**config.mk**
```make
export PLATFORM = sky130hd
export DESIGN_NAME = acc_rr_ctrl_flat
export DESIGN_NICKNAME = d
export VERILOG_FILES = /design/src/rtl/acc_rr_ctrl_pkg.sv /design/src/rtl/acc_rr_ctrl_if.sv /design/src/rtl/acc_rr_ctrl_rr_pick.sv /design/src/rtl/acc_rr_ctrl.sv /design/src/flat_wrapper.sv
export SDC_FILE = /design/constraint.sdc
export NUM_CORES = 1
export LEC_CHECK = 0
export BUFFER_PORTS_ARGS = -buffer_cell sky130_fd_sc_hd__buf_4
export CAP_MARGIN = 15
export CORE_MARGIN = 2
export CORE_UTILIZATION = 57
export DETAILED_ROUTE_END_ITERATION = 10
export PLACE_DENSITY = 0.83
export RECOVER_POWER = 100
export SETUP_SLACK_MARGIN = 0.05
export SYNTH_ARGS = -nofsm -noshare
export SYNTH_HDL_FRONTEND = slang
export SYNTH_SLANG_ARGS = --single-unit
```
**constraint.sdc**
```tcl
create_clock -name clk -period 2.3 [get_ports clk]
set_input_delay 0.46 -clock clk [delete_from_list [all_inputs] [get_ports clk]]
set_output_delay 0.46 -clock clk [all_outputs]
set_load 0.01 [all_outputs]
```
**src/rtl/acc_rr_ctrl_pkg.sv**
```systemverilog
// Shared types and constants for the round-robin accumulator controller.
//   - ctrl_state_e : controller FSM states
//   - OP_ADD/OP_SUB: per-requester op encoding (matches accumulator mode input)
//   - ACC_W_DEF    : default accumulator width
package acc_ctrl_pkg;

  typedef enum logic [1:0] {
    StIdle   = 2'd0,
    StIssue  = 2'd1,
    StSettle = 2'd2,
    StAck    = 2'd3
  } ctrl_state_e;

  localparam logic OP_ADD = 1'b0;
  localparam logic OP_SUB = 1'b1;

  localparam int unsigned ACC_W_DEF = 6;

endpackage

```
**src/rtl/acc_rr_ctrl_if.sv**
```systemverilog
// Bus bundle between the requesters/accumulator and the controller.
//   req, op    : per-requester request and op (requester side drives)
//   gnt        : one-hot completion ack (controller drives)
//   acc_show   : one-cycle strobe to the accumulator
//   acc_mode   : op presented to the accumulator while acc_show is high
//   acc_val    : accumulator output (accumulator drives)
//   res        : captured result, held until the next completion
//   wrap, rej  : completion status pulses, coincident with gnt
//   busy       : controller is not idle
// Modports: master = requesters + accumulator side, slave = controller.
interface acc_rr_ctrl_if #(
  parameter int unsigned NUM_REQ = 4,
  parameter int unsigned ACC_W   = 6
);
  logic [NUM_REQ-1:0] req;
  logic [NUM_REQ-1:0] op;
  logic [NUM_REQ-1:0] gnt;
  logic               acc_show;
  logic               acc_mode;
  logic [ACC_W-1:0]   acc_val;
  logic [ACC_W-1:0]   res;
  logic               wrap;
  logic               rej;
  logic               busy;

  modport master (
    output req, op, acc_val,
    input  gnt, acc_show, acc_mode, res, wrap, rej, busy
  );

  modport slave (
    input  req, op, acc_val,
    output gnt, acc_show, acc_mode, res, wrap, rej, busy
  );
endinterface

```
**src/rtl/acc_rr_ctrl_rr_pick.sv**
```systemverilog
// Combinational round-robin picker.
//   req     : request vector
//   pointer : highest-priority index this round
//   valid   : at least one request is set
//   winner  : first set index at or above pointer, wrapping modulo NUM_REQ
module rr_pick #(
  parameter int unsigned NUM_REQ = 4,
  parameter int unsigned IDX_W   = 2
) (
  input  logic [NUM_REQ-1:0] req,
  input  logic [IDX_W-1:0]   pointer,
  output logic               valid,
  output logic [IDX_W-1:0]   winner
);

  // Scan from the farthest offset down so the closest request to the pointer
  // is the last assignment and therefore wins.
  always_comb begin
    valid  = 1'b0;
    winner = '0;
    for (int i = int'(NUM_REQ) - 1; i >= 0; i--) begin
      if (req[(32'(pointer) + 32'(i)) % NUM_REQ]) begin
        valid  = 1'b1;
        winner = IDX_W'((32'(pointer) + 32'(i)) % NUM_REQ);
      end
    end
  end

endmodule

```
**src/rtl/acc_rr_ctrl.sv**
```systemverilog
// Round-robin controller sharing one add/sub accumulator between NUM_REQ
// requesters. Serialises requests, strobes the accumulator, waits SETTLE
// cycles, then acks the winner with the captured result.
// Ports:
//   clk : rising-edge clock
//   rst : asynchronous active-low reset
//   bus : acc_rr_ctrl_if.slave (req/op in, gnt/acc_show/acc_mode/res/wrap/rej/busy
//         out, acc_val in)
// Build option: define ACC_SAT_EN to suppress ops that would wrap; they are
// acked immediately with rej instead of being issued to the accumulator.
module acc_rr_ctrl
  import acc_ctrl_pkg::*;
#(
  parameter int unsigned NUM_REQ = 4,
  parameter int unsigned ACC_W   = ACC_W_DEF,
  parameter int unsigned SETTLE  = 1
) (
  input logic          clk,
  input logic          rst,
  acc_rr_ctrl_if.slave bus
);

  localparam int unsigned IdxW = (NUM_REQ > 1) ? $clog2(NUM_REQ) : 1;

  ctrl_state_e        state_q;
  logic [IdxW-1:0]    ptr_q;
  logic [IdxW-1:0]    win_q;
  logic               op_q;
  logic [ACC_W-1:0]   pre_q;
  logic [2:0]         cnt_q;
  logic [NUM_REQ-1:0] gnt_q;
  logic               show_q;
  logic               mode_q;
  logic [ACC_W-1:0]   res_q;
  logic               wrap_q;

  logic               pick_valid;
  logic [IdxW-1:0]    pick_idx;
  logic               pick_op;
  logic               pre_wrap;
  logic [IdxW-1:0]    ptr_next;

  rr_pick #(
    .NUM_REQ (NUM_REQ),
    .IDX_W   (IdxW)
  ) u_pick (
    .req     (bus.req),
    .pointer (ptr_q),
    .valid   (pick_valid),
    .winner  (pick_idx)
  );

  assign pick_op = bus.op[pick_idx];

  // Wrap is judged purely on the value seen before the op was issued.
  assign pre_wrap = ((op_q == OP_ADD) && (pre_q == {ACC_W{1'b1}})) ||
                    ((op_q == OP_SUB) && (pre_q == '0));

  assign ptr_next = (win_q == IdxW'(NUM_REQ - 1)) ? '0 : win_q + 1'b1;

`ifdef ACC_SAT_EN
  logic rej_q;
  logic idle_wrap;

  assign idle_wrap = ((pick_op == OP_ADD) && (bus.acc_val == {ACC_W{1'b1}})) ||
                     ((pick_op == OP_SUB) && (bus.acc_val == '0));
`endif

  always_ff @(posedge clk or negedge rst) begin
    if (!rst) begin
      state_q <= StIdle;
      ptr_q   <= '0;
      win_q   <= '0;
      op_q    <= OP_ADD;
      pre_q   <= '0;
      cnt_q   <= '0;
      gnt_q   <= '0;
      show_q  <= 1'b0;
      mode_q  <= 1'b0;
      res_q   <= '0;
      wrap_q  <= 1'b0;
`ifdef ACC_SAT_EN
      rej_q   <= 1'b0;
`endif
    end else begin
      // Pulse outputs default low; only the cycle entering a state raises them.
      gnt_q  <= '0;
      show_q <= 1'b0;
      wrap_q <= 1'b0;
`ifdef ACC_SAT_EN
      rej_q  <= 1'b0;
`endif
      unique case (state_q)
        StIdle: begin
          if (pick_valid) begin
            win_q <= pick_idx;
            op_q  <= pick_op;
            pre_q <= bus.acc_val;
`ifdef ACC_SAT_EN
            if (idle_wrap) begin
              state_q <= StAck;
              gnt_q   <= NUM_REQ'(1) << pick_idx;
              rej_q   <= 1'b1;
              res_q   <= bus.acc_val;
            end else begin
              state_q <= StIssue;
              show_q  <= 1'b1;
              mode_q  <= pick_op;
            end
`else
            state_q <= StIssue;
            show_q  <= 1'b1;
            mode_q  <= pick_op;
`endif
          end
        end
        StIssue: begin
          state_q <= StSettle;
          cnt_q   <= 3'(SETTLE - 1);
        end
        StSettle: begin
          if (cnt_q == '0) begin
            state_q <= StAck;
            gnt_q   <= NUM_REQ'(1) << win_q;
            res_q   <= bus.acc_val;
            wrap_q  <= pre_wrap;
          end else begin
            cnt_q <= cnt_q - 1'b1;
          end
        end
        StAck: begin
          ptr_q   <= ptr_next;
          state_q <= StIdle;
        end
        default: state_q <= StIdle;
      endcase
    end
  end

  assign bus.gnt      = gnt_q;
  assign bus.acc_show = show_q;
  assign bus.acc_mode = mode_q;
  assign bus.res      = res_q;
  assign bus.wrap     = wrap_q;
  assign bus.busy     = (state_q != StIdle);
`ifdef ACC_SAT_EN
  assign bus.rej      = rej_q;
`else
  assign bus.rej      = 1'b0;
`endif

endmodule

```
**src/flat_wrapper.sv**
```systemverilog
// flat-port wrapper written by rule: the top's interface ports become plain ports
module acc_rr_ctrl_flat import acc_ctrl_pkg::*;
#(
  parameter int unsigned NUM_REQ = 4,
  parameter int unsigned ACC_W   = ACC_W_DEF,
  parameter int unsigned SETTLE  = 1
)
  (clk, rst, bus_req, bus_op, bus_acc_val, bus_gnt, bus_acc_show, bus_acc_mode, bus_res, bus_wrap, bus_rej, bus_busy);
  acc_rr_ctrl_if #(.NUM_REQ(NUM_REQ), .ACC_W(ACC_W)) bus_i ();
  input logic clk;
  input logic rst;
  input wire logic [$bits(bus_i.req)-1:0] bus_req;
  input wire logic [$bits(bus_i.op)-1:0] bus_op;
  input wire logic [$bits(bus_i.acc_val)-1:0] bus_acc_val;
  output wire logic [$bits(bus_i.gnt)-1:0] bus_gnt;
  output wire logic [$bits(bus_i.acc_show)-1:0] bus_acc_show;
  output wire logic [$bits(bus_i.acc_mode)-1:0] bus_acc_mode;
  output wire logic [$bits(bus_i.res)-1:0] bus_res;
  output wire logic [$bits(bus_i.wrap)-1:0] bus_wrap;
  output wire logic [$bits(bus_i.rej)-1:0] bus_rej;
  output wire logic [$bits(bus_i.busy)-1:0] bus_busy;
  assign bus_i.req = bus_req;
  assign bus_i.op = bus_op;
  assign bus_i.acc_val = bus_acc_val;
  assign bus_gnt = bus_i.gnt;
  assign bus_acc_show = bus_i.acc_show;
  assign bus_acc_mode = bus_i.acc_mode;
  assign bus_res = bus_i.res;
  assign bus_wrap = bus_i.wrap;
  assign bus_rej = bus_i.rej;
  assign bus_busy = bus_i.busy;
  acc_rr_ctrl #(.NUM_REQ(NUM_REQ), .ACC_W(ACC_W), .SETTLE(SETTLE)) u_core (.clk(clk), .rst(rst), .bus(bus_i));
endmodule
```
==> metrics <==
port bufs=29; CP Data Arrival Time=around 2.1 ns; Core Util, Final=between 70 and 80%; Setup crit start kind=flip-flop; critical path, cell by cell=inv_1, ha_1, nand2b_1, clkinvlp_2, nand2_1, o221ai_2; P_leak=0.790 nW; Worst-path clk slew=0.14 ns; Combinational Power Share=approximately two fifths; routed wire length=2.33 mm; sw frac=36.6%; met2 usage=30.7%; cell-internal power=~1.2 mW; DR pass1 iterations=4; vias after detailed routing=964; layout cells sized above 1=a little over a fifth; Syn Inst Count=128; multi-input logic area=621 µm²; leading cell types in the layout, fill and taps excluded=28 x dfrtp_1, 25 x nand2_1, 16 x clkbuf_1, 14 x buf_4, 10 x ha_1; largest net degree at the start of global routing=29; Ys Warns=0; crit path time final=roughly 1.8 ns; met3 usage=2.54%; Setup crit end kind=flip-flop; Buf/Inv on CP=2; FF-to-FF setup slack=roughly 0.46 ns; TritonCTS clock tree=done; I/O Pins=31; die area=about 0.0028 mm²; DR vias/cell=5.18; CTS buffer count=3; most used routing layer in global routing=met2; die width=53.4 µm; clk_skew=0.00450 ns; number of global-route vias before repair=between 800 and 900; VDD IR max=0.000746 V; H-tree depth=1; CTS Root Cell=clkbuf_4; worst-skew pair later-pin latency=0.31 ns; CP max FO=10; RePlAce Congestion=0.726; CP required=2.51 ns; DP Cell Count=182; Die Height=about 53 µm; nets=about 190; Max clock buf depth=2; initial antenna violation count=0; crit-path max cell delay=approximately 0.42 ns; Slew Limit Headroom=5.30%; fin area=around 0.0016 mm²; count of final setup violators=0; clk sinks=28; Synth Cell Area=0.00139 mm²; Switch Pwr=0.693 mW; Worst Hold Class=input pin to flip-flop; placed cell areas=0.00162 mm²; slowest stage cell, crit path=dfrtp_1; Resize count post-CTS=0; Initial Utilization=61.6%; Final Slew Violations=0; GRT overflow=0; Area growth, synth to finish=16.1%; Layout Cells excl Fill=~190; post-route ant nets=0; wire length of the first global-routing pass=around 3.7 mm; Synth Net Count=154; n_diodes=0; Final Power=1.90 mW; fin crit share=80.0%; Filler cells=about 180; Seq/Total Area, Yosys=50.5%; WL/cell=12.5 µm; crit-path leading delay family=buffers and inverters; # DRC=0; register bit total from synthesis=28; worst-margin pin slew=1.42 ns; final hold vios=0; CP Class=flip-flop to flip-flop; Avg Inst Size Synth=about 11 µm²; Core Footprint=0.00225 mm²; max_cap viols=0; hpwl dp=between 1.5 and 2 mm; status=complete, no violations; Post-CTS Hold Buffers=0; clock share of power=16.3%; commonest non-fill, non-tap cell in the layout=dfrtp_1; Detailed Route Iter0 Violations=12; PwrDens=1180 mW/mm²; Seq pwr share=43.8%; Setup Fix Bufs, Post-CTS=0; total negative slack=0 ns; Reg area=around 700 µm²; Yosys cell types=37; Total GRT Usage=18.4%; row count=17; Max Clk Rate=543 MHz; RSZ-0062 raised after global routing=no; grt met1 use=23.6%
-- cell type report --
| cell class | instances | area share [%] |
|---|---|---|
| flip-flops and latches | 28 | 43.4 |
| clock inverters | 1 | 1.86 |
| inverters | 10 | 2.40 |
| repair buffers | 30 | 10.2 |
| multi-input cells | 86 | 38.5 |
| well taps | 28 | 2.17 |
| clock buffers | 3 | 1.40 |
-- layer usage --
metal / up-vias / routed length (µm)
met4: 0 / 26
li1: 489 / -
met5: - / 0
met2: 21 / 1090
met1: 452 / 1100
met3: 2 / 108
-- worst reg2reg max path: cells and delay by family, from the launching register on --
| family | cells | cell delay [ns] |
|---|---|---|
| flops | 1 | 0.42 |
| fa+ha+maj | 1 | 0.24 |
| compound gates | 1 | 0.11 |
| buf+inv | 2 | 0.48 |
| simple gates | 2 | 0.49 |
-- flip-flops by register name, indices dropped and copies added, names as in the netlist --
signal               cells
u_core.bus.res           6
u_core.pre_q             6
u_core.bus.gnt           4
u_core.cnt_q             3
u_core.ptr_q             2
u_core.state_q           2
u_core.win_q             2
u_core.bus.acc_show      1
u_core.bus.wrap          1
u_core.op_q              1
-- synthesized netlist by cell type, drive strengths merged --
cell	number	area (µm²)
o221ai	1	15.0
o22a	1	8.76
o22ai	2	18.8
nor4b	1	8.76
xnor2	1	8.76
nand3	1	5.00
buf	3	23.8
and3	4	25.0
a211oi	1	12.5
nor3	1	5.00
a21o	1	7.51
nand4	1	6.26
conb	1	3.75
inv	10	40.0
mux2	8	90.1
nand2	26	100
and4b	1	10.0
nor2b	3	26.3
ha	10	125
nor2	3	11.3
mux2i	2	20.0
a21oi	4	23.8
nand2b	5	31.3
nor4	1	12.5
dfrtp	28	701
o31ai	1	7.51
o21ai	4	20.0
clkbuf	1	3.75
a22o	2	17.5
-- cells by family (layout without fill, tap and decap cells) --
kind of cell / count (synthesis) / after routing / share of synthesized area, %
simple gates: 47 / 47 / 17.4
flops: 28 / 28 / 50.5
compound gates: 17 / 17 / 9.46
buf+inv: 14 / 44 / 4.86
fa+ha+maj: 10 / 10 / 9.01
mux: 10 / 10 / 7.93
other cells: 1 / 1 / 0.270
xor+xnor: 1 / 1 / 0.631
-- through the flow --
| stage | setup slack (ns) | hold WS, ns |
|---|---|---|
| 6_report | 0.459 | 0.334 |
| 5_1_grt | 0.337 | 0.328 |
| 4_1_cts | 0.568 | 0.0285 |
| 3_5_place_dp | 0.571 | 0.390 |
| 3_3_place_gp | 0.612 | 0.387 |
| 2_1_floorplan | 0.836 | 0.164 |
-- power groups by stage --
stage / registers (mW) / clock network [mW] / logic [mW]
after global routing: 0.857 / 0.336 / 0.851
after floorplan: 0.859 / 0 / 0.538
after detailed placement: 0.842 / 0 / 0.854
final: 0.830 / 0.308 / 0.758
after CTS: 0.830 / 0.319 / 0.855
after global placement: 0.829 / 0 / 0.818
-- final timing paths --
kind | startpoint | endpoint | depth (start not counted)
worst min register to register | u_core.cnt_q[2]$_DFFE_PN0P_ | u_core.cnt_q[2]$_DFFE_PN0P_ | 1
max in group asynchronous | rst | u_core.win_q[1]$_DFFE_PN0P_ | 1
min in group asynchronous | rst | u_core.bus.gnt[0]$_DFF_PN0_ | 1
worst max register to register | u_core.state_q[0]$_DFFE_PN0P_ | u_core.op_q$_DFFE_PN0P_ | 6
worst max-delay path | u_core.state_q[0]$_DFFE_PN0P_ | u_core.op_q$_DFFE_PN0P_ | 6
worst min-delay path | bus_acc_val[4] | u_core.pre_q[4]$_DFFE_PN0P_ | 3
(Power assumes the default switching activity.)
